--- src/rtl/vy_hakem.sv ---
// ---------------------------------------------------------------------------
// vy_hakem : arbiter that lets PORT_SAYISI L1 requesters share one narrow
// memory bus. A granted request moves a whole L1 block (BLOK_BIT wide) as
// BLOK_KELIME consecutive VERI_BIT beats. Reads are answered with the
// assembled block on a shared response bus; writes produce no response.
//
// Configuration macro:
//   VY_HAKEM_DONEN_ONCELIK_EN  defined   -> round-robin grant (search starts
//                                           one past the last granted port)
//                              undefined -> fixed priority, lowest index wins
//
// Ports:
//   clk_i, rstn_i           clock, asynchronous active-low reset
//   l1_istek_adres_i        per-port byte address (port k at k*ADRES_BIT)
//   l1_istek_gecerli_i      per-port request valid
//   l1_istek_yaz_i          per-port write (1) / read (0)
//   l1_istek_veri_i         per-port write block (port k at k*BLOK_BIT)
//   l1_istek_hazir_o        per-port request accepted (one-hot or zero)
//   l1_veri_o               shared read-response block
//   l1_veri_gecerli_o       per-port read response valid
//   l1_veri_hazir_i         per-port response ready
//   mem_gecerli_o           memory beat valid
//   mem_adres_o             memory beat byte address
//   mem_yaz_veri_o          memory write word
//   mem_wstrb_o             byte strobes, all ones on write beats
//   mem_hazir_i             memory beat accepted
//   mem_oku_veri_i          memory read word
//   durum_o                 current FSM state (debug)
//
// Handshakes: every channel uses valid/ready. A transfer happens in the cycle
// where both are high; the valid side keeps its payload stable until then and
// never retracts valid before the transfer.
// ---------------------------------------------------------------------------
module vy_hakem #(
    parameter int PORT_SAYISI = 2,
    parameter int ADRES_BIT   = 32,
    parameter int VERI_BIT    = 32,
    parameter int BLOK_BIT    = 128
) (
    input  logic                           clk_i,
    input  logic                           rstn_i,
    input  logic [PORT_SAYISI*ADRES_BIT-1:0] l1_istek_adres_i,
    input  logic [PORT_SAYISI-1:0]         l1_istek_gecerli_i,
    input  logic [PORT_SAYISI-1:0]         l1_istek_yaz_i,
    input  logic [PORT_SAYISI*BLOK_BIT-1:0] l1_istek_veri_i,
    output logic [PORT_SAYISI-1:0]         l1_istek_hazir_o,
    output logic [BLOK_BIT-1:0]            l1_veri_o,
    output logic [PORT_SAYISI-1:0]         l1_veri_gecerli_o,
    input  logic [PORT_SAYISI-1:0]         l1_veri_hazir_i,
    output logic                           mem_gecerli_o,
    output logic [ADRES_BIT-1:0]           mem_adres_o,
    output logic [VERI_BIT-1:0]            mem_yaz_veri_o,
    output logic [VERI_BIT/8-1:0]          mem_wstrb_o,
    input  logic                           mem_hazir_i,
    input  logic [VERI_BIT-1:0]            mem_oku_veri_i,
    output logic [1:0]                     durum_o
);

    localparam int BLOK_KELIME = BLOK_BIT / VERI_BIT;
    localparam int SAY_W       = (BLOK_KELIME > 1) ? $clog2(BLOK_KELIME) : 1;
    localparam int IDX_W       = (PORT_SAYISI > 1) ? $clog2(PORT_SAYISI) : 1;
    localparam int HIZA        = $clog2(BLOK_BIT / 8);
    localparam int KELIME_BAYT = VERI_BIT / 8;
    // Clears the byte-offset-within-block bits of a request address.
    localparam logic [ADRES_BIT-1:0] HIZA_MASKE =
        ~((ADRES_BIT'(1) << HIZA) - ADRES_BIT'(1));

    typedef enum logic [1:0] {
        BOSTA = 2'd0,
        AKTAR = 2'd1,
        YANIT = 2'd2
    } durum_t;

    durum_t                r_durum;
    logic [IDX_W-1:0]      r_port;
    logic                  r_yaz;
    logic [ADRES_BIT-1:0]  r_taban;
    logic [SAY_W-1:0]      r_sayac;
    logic [BLOK_BIT-1:0]   r_blok;

    logic                  w_secim_var;
    logic [IDX_W-1:0]      w_secim;
    logic                  w_aktar;
    logic                  w_son_vuru;

`ifdef VY_HAKEM_DONEN_ONCELIK_EN
    logic [IDX_W-1:0]      r_isaretci;

    // Each requester gets a distance from the port after the pointer; the
    // closest requesting port wins, which gives the wrap-around search order.
    always_comb begin
        int w_mesafe;
        int w_en_iyi;
        w_secim_var = 1'b0;
        w_secim     = '0;
        w_mesafe    = 0;
        w_en_iyi    = PORT_SAYISI;
        for (int k = 0; k < PORT_SAYISI; k++) begin
            w_mesafe = k - int'(r_isaretci) - 1;
            if (w_mesafe < 0) w_mesafe = w_mesafe + PORT_SAYISI;
            if (l1_istek_gecerli_i[k] && (w_mesafe < w_en_iyi)) begin
                w_en_iyi    = w_mesafe;
                w_secim_var = 1'b1;
                w_secim     = IDX_W'(k);
            end
        end
    end

    always_ff @(posedge clk_i or negedge rstn_i) begin
        if (!rstn_i) begin
            r_isaretci <= IDX_W'(PORT_SAYISI - 1);
        end else if ((r_durum == BOSTA) && w_secim_var) begin
            r_isaretci <= w_secim;
        end
    end
`else
    // Scan from the top so the lowest requesting index is the last write.
    always_comb begin
        w_secim_var = 1'b0;
        w_secim     = '0;
        for (int k = PORT_SAYISI - 1; k >= 0; k--) begin
            if (l1_istek_gecerli_i[k]) begin
                w_secim_var = 1'b1;
                w_secim     = IDX_W'(k);
            end
        end
    end
`endif

    assign w_aktar    = (r_durum == AKTAR);
    assign w_son_vuru = (r_sayac == SAY_W'(BLOK_KELIME - 1));

    // Grants only happen from BOSTA, so the cycle that leaves AKTAR/YANIT
    // can never grant. Reset gates the grant so outputs are quiet in reset.
    always_comb begin
        l1_istek_hazir_o = '0;
        if (rstn_i && (r_durum == BOSTA) && w_secim_var) begin
            l1_istek_hazir_o = PORT_SAYISI'(1) << w_secim;
        end
    end

    always_comb begin
        mem_gecerli_o  = w_aktar;
        mem_adres_o    = '0;
        mem_yaz_veri_o = '0;
        mem_wstrb_o    = '0;
        if (w_aktar) begin
            mem_adres_o = r_taban + ADRES_BIT'(r_sayac) * ADRES_BIT'(KELIME_BAYT);
            if (r_yaz) begin
                mem_yaz_veri_o = r_blok[int'(r_sayac)*VERI_BIT +: VERI_BIT];
                mem_wstrb_o    = '1;
            end
        end
    end

    always_comb begin
        l1_veri_gecerli_o = '0;
        if (r_durum == YANIT) begin
            l1_veri_gecerli_o = PORT_SAYISI'(1) << r_port;
        end
    end

    assign l1_veri_o = r_blok;
    assign durum_o   = r_durum;

    always_ff @(posedge clk_i or negedge rstn_i) begin
        if (!rstn_i) begin
            r_durum <= BOSTA;
            r_port  <= '0;
            r_yaz   <= 1'b0;
            r_taban <= '0;
            r_sayac <= '0;
            r_blok  <= '0;
        end else begin
            case (r_durum)
                BOSTA: begin
                    if (w_secim_var) begin
                        r_port  <= w_secim;
                        r_yaz   <= l1_istek_yaz_i[w_secim];
                        r_taban <= l1_istek_adres_i[int'(w_secim)*ADRES_BIT +: ADRES_BIT]
                                   & HIZA_MASKE;
                        r_blok  <= l1_istek_veri_i[int'(w_secim)*BLOK_BIT +: BLOK_BIT];
                        r_sayac <= '0;
                        r_durum <= AKTAR;
                    end
                end
                AKTAR: begin
                    if (mem_hazir_i) begin
                        if (!r_yaz) begin
                            r_blok[int'(r_sayac)*VERI_BIT +: VERI_BIT] <= mem_oku_veri_i;
                        end
                        if (w_son_vuru) begin
                            r_sayac <= '0;
                            r_durum <= r_yaz ? BOSTA : YANIT;
                        end else begin
                            r_sayac <= r_sayac + SAY_W'(1);
                        end
                    end
                end
                YANIT: begin
                    if (l1_veri_hazir_i[r_port]) begin
                        r_durum <= BOSTA;
                    end
                end
                default: r_durum <= BOSTA;
            endcase
        end
    end

endmodule

--- config.mk ---
export PLATFORM = sky130hd
export DESIGN_NAME = vy_hakem
export DESIGN_NICKNAME = d
export VERILOG_FILES = /design/src/rtl/vy_hakem.sv
export SDC_FILE = /design/constraint.sdc
export NUM_CORES = 1
export LEC_CHECK = 0
export BUFFER_PORTS_ARGS = -buffer_cell sky130_fd_sc_hd__buf_2
export CAP_MARGIN = 0
export CORE_AREA = 4 4 217 219
export CTS_CLUSTER_SIZE = 30
export DETAILED_ROUTE_END_ITERATION = 10
export DIE_AREA = 0 0 221 223
export GPL_TIMING_DRIVEN = 1
export PLACE_DENSITY_LB_ADDON = 0.12
export SYNTH_ARGS = -nofsm -noshare
export SYNTH_HDL_FRONTEND = slang
export SYNTH_SLANG_ARGS = --single-unit
--- constraint.sdc ---
create_clock -name clk_i -period 2.7 [get_ports clk_i]
set_input_delay 0.405 -clock clk_i [delete_from_list [all_inputs] [get_ports clk_i]]
set_output_delay 0.405 -clock clk_i [all_outputs]
set_load 0.01 [all_outputs]
======== Yosys cells after proc, flatten, opt, wreduce, memory -nomap -nowiden ========
Index checks and enable logic that the tools add are counted.
Widths: inputs -> output; s select.
word-level totals
  output and inout bits ................... 203
  register bits ........................... 162
  logic and storage cells ................. 63
  input port bits ......................... 361
operators by class
  reductions and logical operators ........ 8
  multiplexer cells ....................... 29
  $lt $le $gt $ge ......................... 2
  shift-type cells ........................ 7
  equality and inequality tests ........... 8
  add/sub/neg operators ................... 3
operators by type and width
  operator                   number
  $mux 128                   3
  $pmux 128 s2               1
  $shiftx 256x9->128         1
  $bwmux 128                 1
  $shift 32x33->128 const A  1
  $shiftx 128x8->32          1
  $shiftx 32x33->128         1
  $mux 32                    3
  $shiftx 64x7->32           1
  $neg 7->33                 1
  $add 32x4->32              1
  $mux 2                     10
  $mux 4                     2
  $reduce_and 4->1           2
  $mux 1                     7
  $ne 2x1->1 const B         3
  $pmux 2 s3                 1
  $eq 2x2->1 const B         2
  $lt 1x2->1 const B         2
  $ne 2x2->1 const B         2
  $pmux 2 s2                 1
  $shl 1x1->2 const A        2
  $reduce_and 3->1           1
  $add 2x1->2 const B        1
  5 further kinds            6

======== Depth between registers and ports, before layout ========
Gate-level depths: netlist of the first run.
  word-level depth ........................ 6
  depth in mapped cells ................... 9
  gate-level depth less buffers ........... 6

======== Least setup slack after synthesis of the first run ========
Ideal clock, no wire load.
  path kind ............................... reg-to-reg
  start ................................... register r_sayac[1]
  end ..................................... register r_blok[2] (netlist: l1_veri_o[2])
  arrival ................................. 2,244 ps
  data required time ...................... 2,623 ps
  stages on the path, launching flop included .. 10
  clock period less this slack ............ 2,321 ps
  library setup time ...................... 77 ps
  path buffers ............................ 3
  path slack .............................. 379 ps
  cell sequence ........................... dfrtp_1 clkbuf_1 clkbuf_1 inv_1 ha_1 nand4bb_1 nor2_1 buf_2 a22oi_1 o21ai_1
on the way
  cells in the longest elaborated chain, start to end .. 6
  elaborated cells between the ends (all ways) .. 7
  classes of those cells .................. 1 x add/sub; 2 x shift; 4 x mux
ends and longest elaborated chain
  item                                                            RTL line  RTL
  start, declared                                                 78        logic [SAY_W-1:0] r_sayac;
  start signal, assigned                                          196       r_sayac <= r_sayac + SAY_W'(1);
  $neg 7->33 *                                                    190       r_blok[int'(r_sayac)*VERI_BIT +: VERI_BIT] <= mem_oku_veri_i;
  $shiftx 32x33->128 / $shift 32x33->128 (equally long branches)  190
  $bwmux 128 *                                                    190
  $mux 128 *                                                      189       if (!r_yaz) begin
  $mux 128 *                                                      188       if (mem_hazir_i) begin
  $pmux 128 s2 *                                                  175       case (r_durum)
  end signal, assigned                                            182       r_blok <= l1_istek_veri_i[int'(w_secim)*BLOK_BIT +: BLOK_BIT];
  end signal, assigned by index                                   190
  end, declared                                                   79        logic [BLOK_BIT-1:0] r_blok;
Mark *: on every way between the ends. The rest lies on a longest branch, timed or not. The select of a mux whose other input is x is not followed.
A chain may end at the register's enable or synchronous reset.

======== Final worst setup path of the first run ========
  start ................................... register r_sayac[1]
  end ..................................... output port mem_yaz_veri_o[31]
on the way
  cells in the longest elaborated chain, start to end .. 3
ends and longest elaborated chain
  item               RTL line  RTL
  $shiftx 128x8->32  150       mem_yaz_veri_o = r_blok[int'(r_sayac)*VERI_BIT +: VERI_BIT];
  $mux 32            149       if (r_yaz) begin
  $mux 32            147       if (w_aktar) begin
  end, declared      52        output logic [VERI_BIT-1:0] mem_yaz_veri_o,
No other way between the ends.

==> flow_metrics.env, run 1 <==
export IMPL_ioPinCount=564
export IMPL_place_congestion=0.8331
export IMPL_synthToLayoutAreaGrowth_pct=39.81
export IMPL_die_width_microns=221
export IMPL_synth_edff_count=0
export IMPL_end_kind="output pin"
export IMPL_cts_root_buf="clkbuf_16"
export IMPL_arrival_ns=2.16
export IMPL_worstSetupStartpointType="flop"
export IMPL_worstMarginPinSlew_ns=0.9387
export IMPL_cts_buffers_inserted=17
export IMPL_clockBufferDepth=2
export IMPL_cellPowerDensity_mw_per_mm2=956.6
export IMPL_total_power_mw=13.55
export IMPL_grt_usage_pct=18.10
export IMPL_nets=1878
export IMPL_fill_cells=4798
export IMPL_grt_max_degree=153
export IMPL_viasPerCell=4.626
export IMPL_netlist_area_sq_mm=0.01013
export IMPL_slew_headroom_pct=37.42
export IMPL_core_area_sq_mm=0.04509
export IMPL_setup_viol_count_final=0
export IMPL_ys_seq_area_share_pct=40.00
export IMPL_synthCells=1007
export IMPL_crit_path_max_fanout=17
export IMPL_synth_distinct_cells=34
export IMPL_period_share_pct=95.01
export IMPL_crit_start="r_sayac[1]"
export IMPL_ant_nets=0
export IMPL_syn_avg_cell_area_sq_um=10.06
export IMPL_tns_ns=0
export IMPL_vias=9840
export IMPL_clk_pin_slew_ns=0.07
export IMPL_wire_per_inst_microns=21.56
export IMPL_cp_required_ns=2.30
export IMPL_io_buffers=553
export IMPL_whs_ns=0.2359
export IMPL_dr_pass1_iters=5
export IMPL_drv_slew=0
export IMPL_cts_tree="built"
export IMPL_h_tree_depth=4
export IMPL_drt_iter0_markers=464
export IMPL_worstSkewPairLatency_ns=0.44
export IMPL_synthArstFlopShare_pct=100.0
export IMPL_overflow=0
export IMPL_yosys_area_top_type="dfrtp_1"
export IMPL_p_leak_nw=6.966
export IMPL_grt_pass1_vias=10310
export IMPL_final_setup_worst_slack_ns=0.1349
export IMPL_synth_top_area_share_pct=40.00
export IMPL_start_util_pct=22.47
export IMPL_synthFlopType="dfrtp_1"
export IMPL_ir_drop_uv=594.5
export IMPL_period_minus_slack_ns=2.565
export IMPL_pre_cts_slack_ns=0.4864
export IMPL_dp_hpwl_microns=33670
export IMPL_route_detailed_drc=0
export IMPL_r2r_start="r_sayac[0]"
export IMPL_antenna_found_initial=2
export IMPL_synthTopCellsByArea="dfrtp_1 (40%), a22oi_1 (9.5%), o21ai_1 (7.8%)"
export IMPL_fmax_mhz=389.8
export IMPL_grt_first_pass_wirelength_microns=67980
export IMPL_rsz0062_at_grt="no"
export IMPL_finalHoldViolCount=0
export IMPL_multi_input_area_sq_mm=0.005630
export IMPL_synth_warnings=0
export IMPL_drive_gt1_share_pct=47.15
export IMPL_synth_most_common_cell="nand2_1"
export IMPL_fin_skew_ns=0.007419
export IMPL_rows=78
export IMPL_seq_area_sq_mm=0.004060
export IMPL_hold_path_class="in -> reg"
export IMPL_die_h_microns=223
export IMPL_dieArea_sq_mm=0.04928
export IMPL_clock_sinks=162
export IMPL_status="finished, final reports clean"
export IMPL_routed_wl_microns=45860
export IMPL_ys_seq_elements=162
export IMPL_synth_commonest_cells="nand2_1 (163), dfrtp_1 (162), o21ai_1 (157)"
export IMPL_hold_start="l1_istek_gecerli_i[0]"
export IMPL_drv_cap=0
export IMPL_critical_path_class="reg -> out"
==> layout by cell type, fill, tap and decap left out, drive strengths merged, types with 3 or more instances in the layout <==
master / n
a22oi: 128
o221ai: 4
clkbuf: 27
o21ai: 160
mux2i: 29
bufinv: 3
buf: 585
dfrtp: 162
and2: 28
ha: 5
inv: 6
nor2: 8
nor4: 3
and3: 33
mux4: 32
nand2b: 3
mux2: 129
nand2: 163
==> repair_timing <==
| action | in CTS | in global routing |
|---|---|---|
| hold buffers | 1 | 0 |
| buffers inserted | 0 | 0 |
| hold endpoints to repair | 10 | 0 |
| resized for setup | 0 | 1 |
| endpoints found under the setup margin | 0 | 1 |
==> cell families after synthesis <==
logic type | share of synthesized area [%]
and+or+nand+nor | 11.21
DFF | 40.00
buffers and inverters | 5.136
other | 0.03701
AOI/OAI and AO/OA | 18.68
adders and majority gates | 0.6174
muxes | 24.31
==> critical path: stages (launching register included) <==
cell and delay [ns]:
dfrtp_2 0.38, buf_4 0.35, buf_4 0.29, mux4_2 0.33
and3_1 0.19, buf_2 0.17
==> routing by layer <==
layer	wire, microns	part of all wire, %	vias to the layer above	track usage [%]
li1	-	-	4705	-
met1	19350	42	4744	22.42
met2	22990	50	344	31.38
met3	2591	5.6	43	4.342
met4	917	2.0	4	5.436
met5	14	0.031	-	0
==> flip-flops by register name (all words and copies together), names as in the netlist <==
register and flops:
durum_o 2, l1_veri_o 128, r_port 1, r_sayac 2, r_taban 28, r_yaz 1
==> final timing paths <==
kind / end / slack (ns) / depth (start not counted)
setup / recovery: mem_yaz_veri_o[31] / 0.13 / 5
hold / removal: r_port / 0.24 / 2
setup reg to reg: l1_veri_o[25] / 0.50 / 7
hold reg to reg: r_taban[10] / 0.48 / 2
max in group asynchronous: l1_veri_o[19] / 1.09 / 3
min in group asynchronous: r_taban[30] / 0.44 / 2
==> per-stage QoR <==
step / util (%) / std cells / area [sq um]
finish: 31.42 / 2127 / 14170
global route: 31.41 / 2125 / 14160
CTS: 31.40 / 2125 / 14160
detailed placement: 30.09 / 2092 / 13570
global placement: 30.09 / 2092 / 13570
floorplan: - / 1008 / 10140
==> power breakdown <==
part,switching (mW),total (mW),internal [mW]
Sequential,0.743,4.07,3.33
Combinational,4.23,6.95,2.72
Clock,1.03,2.53,1.50
==> final cells by class <==
| type | instances | area share, % |
|---|---|---|
| clock inverter | 5 | 0.7065 |
| clock buffer | 27 | 3.409 |
| sequential | 162 | 28.66 |
| tap | 600 | 5.299 |
| antenna | 2 | 0.03533 |
| inverter | 6 | 0.1590 |
| multi-input combinational | 739 | 39.74 |
| timing repair buffer | 586 | 21.99 |
Power figures use the tool's default switching activity.
==> run 2: changes to the inputs <==
==> constraint.sdc (replaced) <==
create_clock -name clk_i -period 2.15 [get_ports clk_i]
set_input_delay 0.3225 -clock clk_i [delete_from_list [all_inputs] [get_ports clk_i]]
set_output_delay 0.3225 -clock clk_i [all_outputs]
set_load 0.01 [all_outputs]
==> flow_metrics.env, run 2 (synthesized netlist as in run 1, its figures left out) <==
export IMPL_path_depth=5
export IMPL_die_width_microns=221
export IMPL_dr_pass1_iters=5
export IMPL_status="finished with violations"
export IMPL_met2_length_microns=25720
export IMPL_drv_slew=0
export IMPL_critPathBufInv=3
export IMPL_start_util_pct=22.47
export IMPL_final_cell_mix="buf_2 (536), nand2_1 (161), dfrtp_1 (159)"
export IMPL_hold_path_class="in -> reg"
export IMPL_cts_root_buf="clkbuf_16"
export IMPL_dp_hpwl_microns=34370
export IMPL_critical_path_endpoint="mem_yaz_veri_o[3]"
export IMPL_cp_required_ns=1.83
export IMPL_vias=10220
export IMPL_top_layer="met5"
export IMPL_ir_drop_uv=473.5
export IMPL_cp_slowest_cell="dfrtp_4"
export IMPL_period_minus_slack_ns=2.346
export IMPL_final_common_cell="buf_2"
export IMPL_worstSetupStartpointType="flop"
export IMPL_wl_met1_microns=21860
export IMPL_viasPerCell=4.672
export IMPL_grt_first_pass_wirelength_microns=68430
export IMPL_cts_tree="built"
export IMPL_wire_per_inst_microns=23.24
export IMPL_place_congestion=0.8334
export IMPL_fin_skew_ns=0.007057
export IMPL_period_share_pct=109.1
export IMPL_route_detailed_drc=0
export IMPL_dieArea_sq_mm=0.04928
export IMPL_synthToLayoutAreaGrowth_pct=56.29
export IMPL_power_frac_clock_pct=16.2
export IMPL_grt_usage_pct=18.31
export IMPL_ioPinCount=564
export IMPL_nets=1943
export IMPL_rows=78
export IMPL_slew_headroom_pct=45.59
export IMPL_grt_max_degree=89
export IMPL_p_leak_nw=7.492
export IMPL_switching_share_pct=43.57
export IMPL_cts_buffers_inserted=17
export IMPL_drt_iter0_markers=465
export IMPL_drv_cap=0
export IMPL_clock_sinks=162
export IMPL_rrSetupSlack_ns=-0.17
export IMPL_routed_wl_microns=50850
export IMPL_drive_gt1_share_pct=55.17
export IMPL_total_power_mw=19.31
export IMPL_cp_top_family="flip-flops"
export IMPL_clockBufferDepth=2
export IMPL_arrival_ns=2.02
export IMPL_final_setup_worst_slack_ns=-0.1962
export IMPL_p_comb_share_pct=57.7
export IMPL_grt_pass1_vias=10400
export IMPL_path_cells="buf_4, clkbuf_16, mux4_2, and3_1, buf_2"
export IMPL_fmax_mhz=426.2
export IMPL_worstSkewPairLatency_ns=0.45
export IMPL_violations="setup timing"
export IMPL_antenna_found_initial=3
export IMPL_wl_met3_microns=2437
export IMPL_power_frac_seq_pct=26.1
export IMPL_crit_start="r_sayac[0]"
export IMPL_crit_path_max_fanout=5
export IMPL_largest_register_ffs=128
export IMPL_core_area_sq_mm=0.04509
export IMPL_ant_nets=0
export IMPL_rr_worst_depth=10
export IMPL_finalHoldViolCount=0
export IMPL_end_kind="output pin"
export IMPL_io_buffers=553
export IMPL_intPower_mw=10.90
export IMPL_die_h_microns=223
export IMPL_r2r_end="l1_veri_o[99]"
export IMPL_rsz0062_at_grt="yes"
export IMPL_h_tree_depth=4
export IMPL_setup_viol_count_final=140
export IMPL_overflow=0
export IMPL_critical_path_class="reg -> out"
export IMPL_whs_ns=0.1487
export IMPL_max_stage_delay_ns=0.51
export IMPL_p_sw_mw=8.415
export IMPL_cellPowerDensity_mw_per_mm2=1220
export IMPL_clk_pin_slew_ns=0.06
export IMPL_worstMarginPinSlew_ns=0.8162
export IMPL_r2r_start="r_sayac[0]"
==> run 2: cell types whose count changed in the layout (fill, tap and decap cells not counted), sizes merged <==
cell,before,now
inv,6,4
bufinv,3,2
clkbuf,27,36
clkinvlp,0,2
buf,585,636
clkinv,2,4
==> run 2: power groups by stage <==
stage,Combinational (mW),Clock (mW),Sequential (mW)
2_1_floorplan,4.86,0,5.24
3_3_place_gp,9.44,0,5.06
3_5_place_dp,9.46,0,5.11
4_1_cts,9.87,3.25,5.06
5_1_grt,12.1,3.35,5.20
6_report,11.1,3.13,5.04
==> run 2: worst min-delay path by stage <==
stage | from | end | slack [ns] | cells after the start
after floorplan | rstn_i | durum_o[0] | 0.03 | 0
after global placement | rstn_i | r_taban[15] | 0.40 | 2
after detailed placement | rstn_i | r_taban[15] | 0.40 | 2
after CTS | mem_hazir_i | durum_o[0] | 0.10 | 2
after global routing | mem_hazir_i | durum_o[0] | 0.13 | 2
final | l1_istek_adres_i[22] | r_taban[22] | 0.15 | 3
==> run 2: metal layers <==
| layer | GRT usage, % | vias up |
|---|---|---|
| met5 | 0 | - |
| met2 | 32.52 | 347 |
| met3 | 3.645 | 31 |
| met1 | 22.85 | 4972 |
| li1 | - | 4870 |
| met4 | 4.691 | 2 |
==> run 2: stage by stage <==
| stage | area [sq um] | cells | TNS [ns] | worst slack [ns] | utilization (%) |
|---|---|---|---|---|---|
| after global routing | 15840 | 2188 | -28.23 | -0.2886 | 35.13 |
| after global placement | 13930 | 2117 | 0 | 0.1187 | 30.89 |
| final | 15840 | 2188 | -12.65 | -0.1962 | 35.13 |
| after detailed placement | 13930 | 2117 | 0 | 0.1076 | 30.89 |
| after CTS | 14730 | 2151 | -6.815 | -0.2546 | 32.68 |
| after floorplan | 10140 | 1008 | 0 | 0.006826 | - |
==> run 2: final cells by class <==
class	count	area, sq um
Tap cell	600	750.7
Multi-Input combinational cell	739	6097
Antenna cell	2	5.005
Sequential cell	162	4060
Clock inverter	6	82.58
Clock buffer	22	484.2
Fill cell	4680	29250
Timing Repair Buffer	651	4319
Inverter	6	38.79
==> run 2: what timing repair did <==
action	in CTS	in global routing
hold buffers	1	0
hold endpoints to repair	162	0
setup buffers	3	18
endpoints found under the setup margin	65	157
gates resized for setup	34	118
pin swaps	3	98
cloned	2	19
==> run 2: worst min-delay path, cell delays in order <==
cell and delay (ns):
buf_2 0.07, mux2i_1 0.06, o21ai_1 0.10
